[config.mk]
export PLATFORM = sky130hd
export DESIGN_NAME = huff_min2_merge_flat
export DESIGN_NICKNAME = d
export VERILOG_FILES = /design/src/rtl/huff_min2_merge_if.sv /design/src/rtl/huff_min2_merge.sv /design/src/flat_wrapper.sv
export SDC_FILE = /design/constraint.sdc
export NUM_CORES = 1
export LEC_CHECK = 0
export ABC_AREA = 1
export CAP_MARGIN = 20
export CORE_ASPECT_RATIO = 1.25
export CORE_UTILIZATION = 54
export DETAILED_ROUTE_END_ITERATION = 8
export GPL_TIMING_DRIVEN = 0
export MAX_ROUTING_LAYER = met4
export PLACE_DENSITY = 0.84
export RECOVER_POWER = 100
export SYNTH_ARGS = -nofsm -noshare
export SYNTH_HDL_FRONTEND = slang
export SYNTH_SLANG_ARGS = --single-unit
[constraint.sdc]
create_clock -name clk -period 5.7 [get_ports clk]
set_input_delay 0.855 -clock clk [delete_from_list [all_inputs] [get_ports clk]]
set_output_delay 0.855 -clock clk [all_outputs]
set_load 0.05 [all_outputs]
[src/rtl/huff_min2_merge_if.sv]
// Handshake bundle for the Huffman minimum-pair selector: node-frame input
// stream and the end-of-pass result channel.
interface huff_min2_merge_if;
    logic        in_valid;
    logic        in_ready;
    logic [35:0] in_frame;
    logic        in_last;
    logic        out_valid;
    logic        out_ready;
    logic [35:0] out_min0;
    logic [35:0] out_min1;
    logic [35:0] out_parent;
    logic        out_single;
    logic        out_sat;
    logic [9:0]  out_count;

    modport slave (
        input  in_valid, in_frame, in_last, out_ready,
        output in_ready, out_valid, out_min0, out_min1, out_parent,
        output out_single, out_sat, out_count
    );

    modport master (
        output in_valid, in_frame, in_last, out_ready,
        input  in_ready, out_valid, out_min0, out_min1, out_parent,
        input  out_single, out_sat, out_count
    );
endinterface

[src/rtl/huff_min2_merge.sv]
// Streaming two-smallest selector over one pass of node frames; at end of pass
// presents both minima and the merged parent frame with a persistent parent ID.
module huff_min2_merge (
    input  logic              clk,
    input  logic              rst,
    huff_min2_merge_if.slave  bus
);
    localparam logic [8:0]  PARENT_ID_BASE = 9'd256;
    localparam logic [9:0]  COUNT_MAX_M1   = 10'd511;

    typedef enum logic {SCAN = 1'b0, EMIT = 1'b1} state_t;

    state_t      state_q, state_d;
    logic [9:0]  count_q, count_d;
    logic [35:0] min0_q, min0_d;
    logic [35:0] min1_q, min1_d;
    logic        min1_vld_q, min1_vld_d;
    logic [35:0] parent_q, parent_d;
    logic        single_q, single_d;
    logic        sat_q, sat_d;
    logic [8:0]  pid_q, pid_d;
    logic [27:0] sum_w;
    logic        accept;
    logic        pass_done;

    // Frame a precedes b: lower weight, then lower-or-equal ID.
    function automatic logic precedes(input logic [35:0] a, input logic [35:0] b);
        return (a[26:0] < b[26:0]) || ((a[26:0] == b[26:0]) && (a[35:27] <= b[35:27]));
    endfunction

    function automatic logic [26:0] sat_weight(input logic [27:0] s);
        return s[27] ? 27'h7FFFFFF : s[26:0];
    endfunction

    assign accept    = (state_q == SCAN) && bus.in_valid;
    assign pass_done = accept && (bus.in_last || (count_q == COUNT_MAX_M1));

    always_ff @(posedge clk) begin
        if (rst) begin
            state_q    <= SCAN;
            count_q    <= '0;
            min0_q     <= '0;
            min1_q     <= '0;
            min1_vld_q <= 1'b0;
            parent_q   <= '0;
            single_q   <= 1'b0;
            sat_q      <= 1'b0;
            pid_q      <= PARENT_ID_BASE;
        end else begin
            state_q    <= state_d;
            count_q    <= count_d;
            min0_q     <= min0_d;
            min1_q     <= min1_d;
            min1_vld_q <= min1_vld_d;
            parent_q   <= parent_d;
            single_q   <= single_d;
            sat_q      <= sat_d;
            pid_q      <= pid_d;
        end
    end

    always_comb begin
        state_d = state_q;
        case (state_q)
            SCAN:    if (pass_done) state_d = EMIT;
            EMIT:    if (bus.out_ready) state_d = SCAN;
            default: state_d = SCAN;
        endcase
    end

    // Datapath next state; the result registers are loaded on the closing
    // handshake so every output comes straight from a flop.
    always_comb begin
        count_d    = count_q;
        min0_d     = min0_q;
        min1_d     = min1_q;
        min1_vld_d = min1_vld_q;
        parent_d   = parent_q;
        single_d   = single_q;
        sat_d      = sat_q;
        pid_d      = pid_q;
        sum_w      = '0;
        if (accept) begin
            count_d = count_q + 10'd1;
            if (count_q == 10'd0) begin
                min0_d     = bus.in_frame;
                min1_d     = '0;
                min1_vld_d = 1'b0;
            end else if (precedes(bus.in_frame, min0_q)) begin
                min1_d     = min0_q;
                min1_vld_d = 1'b1;
                min0_d     = bus.in_frame;
            end else if (!min1_vld_q || precedes(bus.in_frame, min1_q)) begin
                min1_d     = bus.in_frame;
                min1_vld_d = 1'b1;
            end
            if (pass_done) begin
                sum_w    = {1'b0, min0_d[26:0]} + {1'b0, min1_d[26:0]};
                single_d = !min1_vld_d;
                sat_d    = min1_vld_d && sum_w[27];
                parent_d = min1_vld_d ? {pid_q, sat_weight(sum_w)} : 36'd0;
            end
        end else if ((state_q == EMIT) && bus.out_ready) begin
            count_d    = '0;
            min0_d     = '0;
            min1_d     = '0;
            min1_vld_d = 1'b0;
            parent_d   = '0;
            single_d   = 1'b0;
            sat_d      = 1'b0;
            if (count_q >= 10'd2)
                pid_d = (pid_q == 9'd511) ? PARENT_ID_BASE : pid_q + 9'd1;
        end
    end

    always_comb begin
        bus.in_ready  = (state_q == SCAN);
        bus.out_valid = (state_q == EMIT);
    end

    assign bus.out_min0   = min0_q;
    assign bus.out_min1   = min1_q;
    assign bus.out_parent = parent_q;
    assign bus.out_single = single_q;
    assign bus.out_sat    = sat_q;
    assign bus.out_count  = count_q;
endmodule

[src/flat_wrapper.sv]
// flat-port wrapper written by rule: the top's interface ports become plain ports
module huff_min2_merge_flat 
  (clk, rst, bus_in_valid, bus_in_frame, bus_in_last, bus_out_ready, bus_in_ready, bus_out_valid, bus_out_min0, bus_out_min1, bus_out_parent, bus_out_single, bus_out_sat, bus_out_count);
  huff_min2_merge_if bus_i ();
  input  logic clk;
  input  logic rst;
  input wire logic [$bits(bus_i.in_valid)-1:0] bus_in_valid;
  input wire logic [$bits(bus_i.in_frame)-1:0] bus_in_frame;
  input wire logic [$bits(bus_i.in_last)-1:0] bus_in_last;
  input wire logic [$bits(bus_i.out_ready)-1:0] bus_out_ready;
  output wire logic [$bits(bus_i.in_ready)-1:0] bus_in_ready;
  output wire logic [$bits(bus_i.out_valid)-1:0] bus_out_valid;
  output wire logic [$bits(bus_i.out_min0)-1:0] bus_out_min0;
  output wire logic [$bits(bus_i.out_min1)-1:0] bus_out_min1;
  output wire logic [$bits(bus_i.out_parent)-1:0] bus_out_parent;
  output wire logic [$bits(bus_i.out_single)-1:0] bus_out_single;
  output wire logic [$bits(bus_i.out_sat)-1:0] bus_out_sat;
  output wire logic [$bits(bus_i.out_count)-1:0] bus_out_count;
  assign bus_i.in_valid = bus_in_valid;
  assign bus_i.in_frame = bus_in_frame;
  assign bus_i.in_last = bus_in_last;
  assign bus_i.out_ready = bus_out_ready;
  assign bus_in_ready = bus_i.in_ready;
  assign bus_out_valid = bus_i.out_valid;
  assign bus_out_min0 = bus_i.out_min0;
  assign bus_out_min1 = bus_i.out_min1;
  assign bus_out_parent = bus_i.out_parent;
  assign bus_out_single = bus_i.out_single;
  assign bus_out_sat = bus_i.out_sat;
  assign bus_out_count = bus_i.out_count;
  huff_min2_merge u_core (.clk(clk), .rst(rst), .bus(bus_i));
endmodule
# Yosys cells after proc, flatten, opt, wreduce, memory -nomap -nowiden
# Index checks and enable logic that the tools add are counted.
totals:
  elab_cells: 76
  in_bits: 41
  regBits: 131
  output_inout_bits: 122
op_classes:
  muxes: 30
  reduce_logical: 18
  eq_ne: 7
  addsub: 3
  n_lt_le_gt_ge: 5
  bitwise_logic: 2
op_table:
  columns: ["cell", "count"]
  rows:
  - ["$mux W36", 13]
  - ["$eq A27 B27 Y1", 2]
  - ["$lt A27 B27 Y1", 2]
  - ["$add A27 B27 Y28", 1]
  - ["$mux W27", 1]
  - ["$mux W10", 2]
  - ["$le A9 B9 Y1", 2]
  - ["$mux W1", 12]
  - ["$add A10 B1 Y10 const B", 1]
  - ["$eq A10 B9 Y1 const B", 1]
  - ["$ge A10 B2 Y1 const B", 1]
  - ["$logic_not A10 Y1", 1]
  - ["$add A9 B1 Y9 const B", 1]
  - ["$eq A9 B9 Y1 const B", 1]
  - ["$mux W9", 1]
  - ["$logic_and A1 B1 Y1", 6]
  - ["$reduce_and A2 Y1", 3]
  - ["$logic_or A1 B1 Y1", 4]
  - ["$ne A4 B4 Y1 const B", 1]
  - ["$ne A3 B3 Y1 const B", 1]
  - ["$reduce_and A3 Y1", 1]
  - ["$logic_not A1 Y1", 2]
  - ["$ne A2 B2 Y1 const B", 1]
  - ["$not A1 Y1", 2]
  - ["2 further kinds", 2]

# Depth between registers and ports, before layout
logic_depth:
  ltp_word: 13
  mapped_depth: 33
  ltp_nobuf: 31

# Worst setup path before layout
# OpenSTA, ideal clock, no wires.
synth_path:
  path_type: "in2reg"
  startpoint: "in bus_in_frame[22]"
  endpoint: "reg u_core.parent_q[22], in the netlist u_core.bus.out_parent[22]"
  n_path_buf: 2
  t_arrival_ps: 3806
  setup_ps: 132
  slack_ps: 1762
  required_time_ps: 5568
  cell_stages: 28
  path_cell_list: "ha_1 -> nand2_1 -> inv_2 -> nand3_1 -> nor3_2 -> nand2_1 -> nor2_1 -> nand2_1 -> nand2_4 -> inv_2 -> buf_6 -> buf_6 -> nand3_1 -> nand2_1 -> nor2_1 -> ha_1 -> inv_1 -> fa_1 -> inv_1 -> nand3_1 -> nand2_1 -> a21oi_1 -> o21ai_0 -> nand3_1 -> nand2_1 -> a21oi_1 -> o21ai_0 -> a21oi_1"
synth_via:
  elab_chain_len: 13
  word_cells_on_any_way: 25
  cone_classes: "add/sub (1); order compare (2); eq/ne (2); mux (15); reduce/logical (5)"
synth_lines:
  columns: ["item", "line", "source"]
  rows:
  - ["start: declaration", "flat_wrapper.sv:8", "input wire logic [$bits(bus_i.in_frame)-1:0] bus_in_frame;"]
  - ["parallel branches: the longest is 10 deep, another holds $add A27 B27 Y28", null, null]
  - ["$mux W36 *", "huff_min2_merge.sv:101", "parent_d = min1_vld_d ? {pid_q, sat_weight(sum_w)} : 36'd0;"]
  - ["$mux W36 *", "huff_min2_merge.sv:97", "if (pass_done) begin"]
  - ["$mux W36 *", "huff_min2_merge.sv:83", "if (accept) begin"]
  - ["end signal: assignment", "huff_min2_merge.sv:55", "parent_q <= parent_d;"]
  - ["end: declaration", "huff_min2_merge.sv:18", "logic [35:0] parent_q, parent_d;"]
# Every way passes the cells marked *. The select of a mux whose other input is x is not followed.
# A chain may end at the register's enable or synchronous reset.

# Worst setup path after layout
layout_path:
  startpoint: "in bus_in_frame[22]"
  endpoint: "reg u_core.parent_q[24], in the netlist u_core.bus.out_parent[24]"
# Same word-level chain as after synthesis.

==> results_dict.tcl <==
set metrics [dict create \
    power_density_nw_per_um2 277.1 \
    rows 55 \
    critical_path.startpoint_type "input pin" \
    grt_pass1_vias 9904 \
    antenna_cells 0 \
    pin_count 163 \
    cts_sinks 131 \
    fin_ws_ns 0.3840 \
    p_comb_frac 0.389 \
    critical_path_class "input pin to register" \
    cts-root-buf "clkbuf_16" \
    slew_headroom 0.4661 \
    start_util 0.5511 \
    die_w_um 123.6 \
    hold_viol 0 \
    setup_tns_ns 0 \
    drtPass1Iterations 5 \
    cts_made_buffers 17 \
    place_congestion 0.9545 \
    cp.arrival_ns 5.61 \
    setup_viol 0 \
    grt_setup_unrepaired "no" \
    endpoint_kind "register" \
    port_buffers 161 \
    cts_tree "done" \
    fillCellCount 1638 \
    synthFlopType "dfxtp_1" \
    intPower_uw 1970 \
    holdCritPathClass "register to register" \
    period_share 0.9326 \
    synth_most_common_cell "nand2_1" \
    grt_pass1_wl_um 49930 \
    vias_per_cell 5.504 \
    p_sw_uw 1464 \
    area_delta_synth_final_pct 24.26 \
    synth_nets 1712 \
    ir_worst_vdd_mv 0.2368 \
    wl_per_cell_um 15.96 \
    worstSkewPairLatency_ns 0.43 \
    maxCapViolations 0 \
    fmax_mhz 188.1 \
    yosys-top-cells-area "dfxtp_1 (26%), nand2_1 (18%), ha_1 (13%)" \
    syn_avg_cell_area_um2 6.365 \
    postRouteWirelength_um 31740 \
    synthCells 1567 \
    tightest_slew_ns 0.8009 \
    synth_cell_type_count 48 \
    cts_repair_resize_count 0 \
    final_util 0.6848 \
    grt.total_usage 0.3487 \
    grt_max_degree 17 \
    antenna_found_initial 0 \
    post_cts_buffers 0 \
    min_period_ns 5.316 \
    yosysSeqAreaShare 0.2630 \
    crit_required_ns 5.99 \
    synth_edf_count 0 \
    design.core.area_um2 18100 \
    drt_iter0_drc 774 \
    synth_top_cell_by_area "dfxtp_1" \
    detail-route-antenna-nets 0 \
    die_area_um2 19020 \
    die_h_um 153.9 \
    synth_area_um2 9973 \
    drv_slew 0 \
    cts_max_level 4 \
    pre_cts_slack_ns 0.2249 \
    finalNetCount 1892 \
    power.share.clock 0.318 \
    synthTopCellsByCount "nand2_1 (470), inv_1 (184), a21oi_1 (170)" \
    p_sw_frac 0.4263 \
    power_leakage_uw 0.005828 \
    vias 10940 \
    drive_gt1_frac 0.04659 \
    outcome "finished clean" \
    ys.warnings.count 0 \
    synth_seq_cells 131 \
    cts_buffer_depth 2 \
    power_frac_seq 0.293 \
    clk_pin_slew_ns 0.07 \
    dp_hpwl_um 25310 \
    critPathMaxFanout 10 \
    ctsHoldBuffers 0 \
    drt_drc_violations_left 0 \
    async_reset_ff_frac 0 \
    clock_skew_ns 0.009284 \
    hold_slack_ns 0.4588 \
    grt_overflow 0 \
    yosys.area.top_type_share 0.2630 \
]
-- cells by family (layout without fill, tap and decap cells) --
family / after synthesis / after routing / synth area share
AOI/OAI and AO/OA: 247 / 247 / 0.1360
xor gates and xnor gates: 11 / 11 / 0.009661
adders and majority gates: 104 / 104 / 0.1312
buffers and inverters: 249 / 442 / 0.1022
DFF: 131 / 131 / 0.2630
and+or+nand+nor: 825 / 825 / 0.3579
-- critical path: stages --
cell	delay, ns
dlygate4sd3_1	0.63
ha_1	0.33
nand2_1	0.06
clkinv_1	0.05
nand3_1	0.11
nor3_1	0.34
and2b_1	0.18
nand2_1	0.05
nand2_1	0.15
nand2_4	0.09
nor2_4	0.24
buf_2	0.28
nand2_1	0.09
and2_1	0.18
ha_1	0.38
a21oi_1	0.23
o21ai_0	0.23
a21o_1	0.24
nand2_1	0.06
nand3_1	0.09
nor2_1	0.34
nand3_1	0.23
nand2_1	0.11
a21oi_1	0.06
-- flip-flops by register name (all words and copies together), names as in the netlist, 9 cells and up --
register               flops
u_core.bus.out_count      10
u_core.pid_q               9
u_core.bus.out_parent     36
u_core.bus.out_min1       36
u_core.bus.out_min0       36
-- layout by cell type (no fill, tap or decap), types with 25 or more instances in the layout --
cell type,instances
nand2_1,473
inv_1,187
a21oi_1,171
nand3_1,167
dfxtp_1,131
dlygate4sd3_1,125
nor2_1,106
ha_1,103
clkdlybuf4s50_1,36
o21ai_0,32
clkbuf_1,26
and2_1,25
-- routing by layer --
| layer | part of all wire | track usage | vias to the layer above | routed length (µm) |
|---|---|---|---|---|
| met4 | 0.024 | 0.1119 | 0 | 767 |
| met2 | 0.47 | 0.5674 | 387 | 15010 |
| li1 | - | - | 5481 | - |
| met1 | 0.44 | 0.4448 | 5021 | 13990 |
| met5 | 0 | - | - | 0 |
| met3 | 0.062 | 0.04080 | 53 | 1974 |
-- path summary, 6_finish.rpt --
| path | slack [ns] | endpoint | startpoint | cells past startpoint |
|---|---|---|---|---|
| min reg2reg | 0.46 | u_core.bus.out_parent[29] | u_core.pid_q[2] | 2 |
| max | 0.38 | u_core.bus.out_parent[24] | bus_in_frame[22] | 24 |
| max reg2reg | 0.99 | u_core.bus.out_parent[24] | u_core.bus.out_min0[26] | 22 |
| min | 0.46 | u_core.bus.out_parent[29] | u_core.pid_q[2] | 2 |
-- power groups by stage --
stage / logic [µW] / registers [µW] / clock network, µW
2_1_floorplan: 769 / 1180 / 0
3_3_place_gp: 1310 / 1030 / 0
3_5_place_dp: 1330 / 1030 / 0
4_1_cts: 1340 / 1010 / 1090
5_1_grt: 1460 / 1010 / 1140
6_report: 1340 / 1010 / 1090
-- final cells by class --
cell class | instances | area, µm² | share of cell area
buffer | 56 | 275.3 | 0.02221
tap | 228 | 285.3 | 0.02302
sequential | 131 | 2623 | 0.2116
clock buffer | 17 | 425.4 | 0.03433
multi-input combinational | 1187 | 6287 | 0.5073
inverter | 193 | 724.4 | 0.05846
timing repair buffer | 161 | 1612 | 0.1300
clock inverter | 15 | 161.4 | 0.01302
-- through the flow --
step | instances | cell area (µm²) | total power [µW]
6_report | 1988 | 12390 | 3434
5_1_grt | 1988 | 12390 | 3614
4_1_cts | 1988 | 12460 | 3441
3_5_place_dp | 1956 | 11870 | 2358
3_3_place_gp | 1956 | 11870 | 2339
2_1_floorplan | 1567 | 9973 | 1945
Power figures use the tool's default switching activity.
